$ cat config.mk
export PLATFORM = sky130hd
export DESIGN_NAME = fft_sdf_ctrl
export DESIGN_NICKNAME = d
export VERILOG_FILES = /design/src/rtl/fft_pkg.sv /design/src/rtl/fft_stage_seq.sv /design/src/rtl/fft_sdf_ctrl.sv
export SDC_FILE = /design/constraint.sdc
export NUM_CORES = 1
export LEC_CHECK = 0
export CORE_ASPECT_RATIO = 1.5
export CORE_MARGIN = 5
export CORE_UTILIZATION = 64
export DETAILED_ROUTE_END_ITERATION = 10
export PLACE_DENSITY = 0.84
export SYNTH_ARGS = -nofsm -noshare
export SYNTH_HDL_FRONTEND = slang
export SYNTH_SLANG_ARGS = --single-unit
$ cat constraint.sdc
create_clock -name clk -period 4.3 [get_ports clk]
set_input_delay 0.645 -clock clk [delete_from_list [all_inputs] [get_ports clk]]
set_output_delay 0.645 -clock clk [all_outputs]
set_load 0.05 [all_outputs]
$ cat src/rtl/fft_pkg.sv
// fft_pkg: FSM state type and latency helpers shared by the SDF FFT sequencer.
package fft_pkg;

   typedef enum logic [1:0] {IDLE, RUN, FLUSH} state_t;

   function automatic int stage_lat(input int s, input int n);
      return (n >> (s + 1)) + 1;
   endfunction

   // Advances from stream start before stage s sees its first sample.
   function automatic int stage_dly(input int s, input int n);
      int d;
      d = 0;
      for (int i = 0; i < s; i++) d += stage_lat(i, n);
      return d;
   endfunction

   function automatic int total_lat(input int n);
      return stage_dly($clog2(n), n);
   endfunction

endpackage

$ cat src/rtl/fft_stage_seq.sv
// fft_stage_seq: per-stage start delay, position counter and control bit.
// Twiddle address output present only with FFT_SDF_CTRL_TWIDDLE_EN.
module fft_stage_seq
   import fft_pkg::*;
#(
   parameter int N     = 16,
   parameter int LOG2N = 4,
   parameter int S     = 0
) (
   input  logic             clk,
   input  logic             rst,
   input  logic             adv,
   input  logic             clr,
   output logic             ctrl
`ifdef FFT_SDF_CTRL_TWIDDLE_EN
   ,
   output logic [LOG2N-1:0] tw_addr
`endif
);
   localparam int D  = stage_dly(S, N);
   localparam int DW = $clog2(D + 2);
   localparam int B  = LOG2N - 1 - S;
   localparam logic [DW-1:0] DV = DW'(D);
`ifdef FFT_SDF_CTRL_TWIDDLE_EN
   localparam logic [LOG2N-1:0] TW_MASK = LOG2N'((N >> (S + 1)) - 1);
`endif

   logic [DW-1:0]    dcnt;
   logic             started;
   logic             active;
   logic [LOG2N-1:0] pos;
   logic [LOG2N-1:0] pos_nxt;

   // Counting begins on the advance that reaches the start delay.
   assign active  = started | (dcnt == DV);
   assign pos_nxt = pos + 1'b1;

   always_ff @(posedge clk or negedge rst) begin
      if (!rst) begin
         dcnt    <= '0;
         started <= 1'b0;
         pos     <= '0;
         ctrl    <= 1'b0;
`ifdef FFT_SDF_CTRL_TWIDDLE_EN
         tw_addr <= '0;
`endif
      end else if (clr) begin
         dcnt    <= '0;
         started <= 1'b0;
         pos     <= '0;
         ctrl    <= 1'b0;
`ifdef FFT_SDF_CTRL_TWIDDLE_EN
         tw_addr <= '0;
`endif
      end else if (adv) begin
         if (!started) begin
            if (dcnt == DV) started <= 1'b1;
            else            dcnt    <= dcnt + 1'b1;
         end
         if (active) begin
            pos  <= pos_nxt;
            ctrl <= pos_nxt[B];
`ifdef FFT_SDF_CTRL_TWIDDLE_EN
            tw_addr <= pos_nxt[B] ?
                       LOG2N'((pos_nxt & TW_MASK) << S) : '0;
`endif
         end
      end
   end

endmodule

$ cat src/rtl/fft_sdf_ctrl.sv
// fft_sdf_ctrl: handshake, stage control and valid tracking for an SDF FFT.
// Optional twiddle-address outputs under FFT_SDF_CTRL_TWIDDLE_EN.
module fft_sdf_ctrl
   import fft_pkg::*;
#(
   parameter int N_POINTS   = 16,
   parameter int NUM_STAGES = $clog2(N_POINTS),
   parameter int LOG2N      = $clog2(N_POINTS)
) (
   input  logic                  clk,
   input  logic                  rst,
   input  logic                  s_valid,
   output logic                  s_ready,
   input  logic                  m_ready,
   output logic                  stage_en,
   output logic [NUM_STAGES-1:0] stage_ctrl,
   output logic                  m_valid,
   output logic                  m_last,
   output logic                  busy,
   output logic                  frame_done
`ifdef FFT_SDF_CTRL_TWIDDLE_EN
   ,
   output logic [LOG2N-1:0]      tw_addr [NUM_STAGES]
`endif
);
   localparam int TL = total_lat(N_POINTS);
   localparam int FW = $clog2(TL);
   localparam logic [LOG2N-1:0] LAST_IDX  = LOG2N'(N_POINTS - 1);
   localparam logic [FW-1:0]    FLUSH_END = FW'(TL - 1);

   state_t           state;
   logic [LOG2N-1:0] in_cnt;
   logic [LOG2N-1:0] out_cnt;
   logic [FW-1:0]    fcnt;
   logic [TL-1:0]    vsr;
   logic             adv;
   logic             accept;
   logic             flushing;
   logic             clr;

   // Handshake outputs are gated by reset so everything reads 0 in reset.
   assign flushing = (state == FLUSH);
   assign s_ready  = rst & m_ready & ~flushing;
   assign adv      = flushing ? (rst & m_ready) : (s_valid & s_ready);
   assign accept   = adv & ~flushing;
   assign stage_en = adv;
   assign m_valid  = adv & vsr[TL-1];
   assign m_last   = m_valid & (out_cnt == LAST_IDX);
   assign busy     = (state != IDLE);
   assign clr      = flushing & adv & (fcnt == FLUSH_END);

   for (genvar s = 0; s < NUM_STAGES; s++) begin : g_stage
      fft_stage_seq #(
         .N     (N_POINTS),
         .LOG2N (LOG2N),
         .S     (s)
      ) u_seq (
         .clk  (clk),
         .rst  (rst),
         .adv  (adv),
         .clr  (clr),
         .ctrl (stage_ctrl[s])
`ifdef FFT_SDF_CTRL_TWIDDLE_EN
         ,
         .tw_addr (tw_addr[s])
`endif
      );
   end

   always_ff @(posedge clk or negedge rst) begin
      if (!rst) begin
         state      <= IDLE;
         in_cnt     <= '0;
         out_cnt    <= '0;
         fcnt       <= '0;
         vsr        <= '0;
         frame_done <= 1'b0;
      end else begin
         frame_done <= m_last;
         if (adv)     vsr     <= {vsr[TL-2:0], accept};
         if (accept)  in_cnt  <= in_cnt + 1'b1;
         if (m_valid) out_cnt <= out_cnt + 1'b1;
         unique case (state)
            IDLE: begin
               if (accept) state <= RUN;
            end
            RUN: begin
               // in_cnt back at 0 means a whole frame is in; a gap here ends the stream.
               if (in_cnt == '0 && !s_valid) begin
                  state <= FLUSH;
                  fcnt  <= '0;
               end
            end
            FLUSH: begin
               if (adv) begin
                  if (fcnt == FLUSH_END) begin
                     state <= IDLE;
                     fcnt  <= '0;
                  end else begin
                     fcnt <= fcnt + 1'b1;
                  end
               end
            end
            default: state <= IDLE;
         endcase
      end
   end

endmodule

==> run metrics <==
Initial Util roughly 65%; Synth area leaders dfrtp_1 (52%), nand2_1 (9.8%), ha_1 (5.5%), o21ai_0 (2.7%), nand3_1 (1.9%); Pleak 1.580 nW; Post-Syn Area per Cell between 9 and 10 sq um; clk_skew 0.006438 ns; share of layout cells above drive strength 1 9.494%; Mapped Cells a little over 300; Synth-to-Final Area Change 9.265%; worst path cell trace clkdlybuf4s50_1 -> and2_1 -> o21ai_4 -> inv_1 -> nand3_1 -> nor2_1 -> buf_12; total global routing overflow 0; first-pass GRT wire length 9715 um; library cells used by synthesis 46; Final Power 1.907 mW; sequential share of the synthesized area between 50% and 60%; hold_buf cts 0; top_reg_cell synth dfrtp_1; Filler cells roughly 330; maximum VDD drop 0.3888 mV; Setup Buffers After CTS 0; post-synth top area cell dfrtp_1; Synth warnings 0; Slew headroom ~56%; Slew @ Worst Pin 0.6670 ns; NumNets Final 329; clock-pin slew on the worst setup and hold paths approximately 0.06 ns; CTS tree yes; vias per cell between 5 and 6; Max Root-Sink Buffers 2; clock sinks 61; WP data required about 3.7 ns; initial antenna violation count 0; fin crit period 2.962 ns; DRC Markers 0; routability cong. 0.7861; status complete, no violations; CP Data Arrival Time between 2 and 2.5 ns; routed length per instance ~14 um; Critical Path Sink m_last; DP Worst Slack approximately 1.3 ns; final design utilization 71.42%; Min-Delay Path Class in -> async; Crit-path slowest cell clkdlybuf4s50_1; r2r setup slk around 2.3 ns; first drt pass iteration count 4; number of buffers created by CTS 9; Post-synth top cells nand2_1 (77), dfrtp_1 (61), o21ai_0 (16); Final Setup Violations 0; Root Driver clkbuf_8; final hold viol count 0; Die W approximately 65 um; PnR worst setup slack about 1.3 ns; Iteration-0 DRC Markers just under 90; RSZ-0062 raised after global routing false; fraction of registers with async set/reset 100.0%; largest net degree at the start of global routing 56; most numerous cell in the Yosys netlist nand2_1; post-route ant nets 0; Top Ports 14; startpoint class of the critical path primary input; Port-buffer cells 13; vias in the first global route between 2000 and 2500; worst flop-to-flop path startpoint state[0]; post-CTS sizing 0; DPL Wire Length 3557 um; final period utilization ~69%; via count about 2100; max_cap viols 0; final wirelength between 5000 and 6000 um; die area 6085 sq um; Max Clock Freq 337.6 MHz; Critical path origin m_ready; Mapped Nets 319; Synth top area share 51.85%; synthesized flop and latch total a little over 60; Max Slew Vio Count 0; critical path peak fanout 9; Post-synth EDFFs 0; post-synthesis cell area between 2000 and 3000 sq um; Setup crit end kind output pin; Inserted Diodes 0; pwr dens ~600 nW/um^2; core area roughly 4500 sq um; R2R Path End g_stage[1].u_seq.pos[0]; row count 30; worst r2r path cells 6; Total GRT Usage 20.98%; Fin Setup TNS 0 ns; Die Y-Extent a little over 90 um; H-tree levels 3; Clock Latency Late Sink roughly 0.33 ns; critical path class in -> out; slowest stage delay, CP approximately 0.51 ns
[cell type report]
class                   count  area, sq um  area share [%]
multi-input cells         210         1244           38.66
flip-flops and latches     61         1526           47.45
inverters                  13        48.80           1.517
clock inverters             1        5.005          0.1556
repair buffers             17        160.2           4.979
well taps                  48        60.06           1.867
clock buffers              14        172.7           5.368
[routing by layer]
layer	up-vias	global-route usage (%)	wire length (um)
met5	-	0	0
met4	0	11.25	143
met3	14	5.649	191
met2	33	33.81	2643
met1	1001	25.32	2295
li1	1031	-	-
[kinds of logic (layout without fill, tap and decap cells)]
logic type	Yosys count	after routing	share of synthesized area, %
AO/OA/AOI/OAI	50	50	10.92
flip-flops	61	61	51.85
buffers and inverters	31	45	5.907
XOR/XNOR	11	11	3.272
multiplexers	5	5	1.827
adder cells (fa/ha/maj)	13	13	5.525
AND/OR/NAND/NOR	131	131	20.70
[worst max-delay path, delay by kind of cell]
| family | cells | cell delay [ns] |
|---|---|---|
| buffers and inverters | 3 | 0.84 |
| and+or+nand+nor | 3 | 0.73 |
| AOI/OAI and AO/OA | 1 | 0.11 |
[report_power, final]
part	internal, mW	switching [mW]	total [mW]
combinational	0.227	0.309	0.536
sequential	0.760	0.154	0.914
clock	0.253	0.205	0.458
[cells in the final DEF, fill, tap and decap left out, drive strengths merged, types with 5 or more instances in the layout]
master         count
nand3             11
a21oi             10
buf                8
xnor2              6
xor2               5
nand2             77
clkdlybuf4s50      9
inv               13
o21ai             17
ha                13
dfrtp             61
nor2              11
clkbuf            14
[worst min path at each step]
stage	startpoint	end	slack, ns	depth (start not counted)
2_1_floorplan	rst	fcnt[0]	0.35	0
3_3_place_gp	vsr[10]	vsr[11]	0.45	2
3_5_place_dp	vsr[4]	vsr[5]	0.45	2
4_1_cts	rst	fcnt[4]	0.15	1
5_1_grt	rst	g_stage[3].u_seq.dcnt[4]	0.16	1
6_report	rst	fcnt[0]	0.16	1
[per-stage QoR]
step	std cells	hold WS, ns	cell area (sq um)
after CTS	364	0.1465	3217
after floorplan	302	0.3494	2944
final	364	0.1586	3217
after global routing	364	0.1623	3217
after detailed placement	349	0.4538	3039
after global placement	349	0.4467	3039
[registers in the layout, summed over array words and instances, names as in the netlist]
| signal | count |
|---|---|
| state | 2 |
| g_stage.u_seq.started | 3 |
| g_stage.u_seq.dcnt | 13 |
| g_stage.u_seq.pos | 9 |
| g_stage.u_seq.ctrl | 1 |
| out_cnt | 4 |
| frame_done | 1 |
| fcnt | 5 |
| vsr | 19 |
| in_cnt | 4 |
Power figures use the tool's default switching activity.
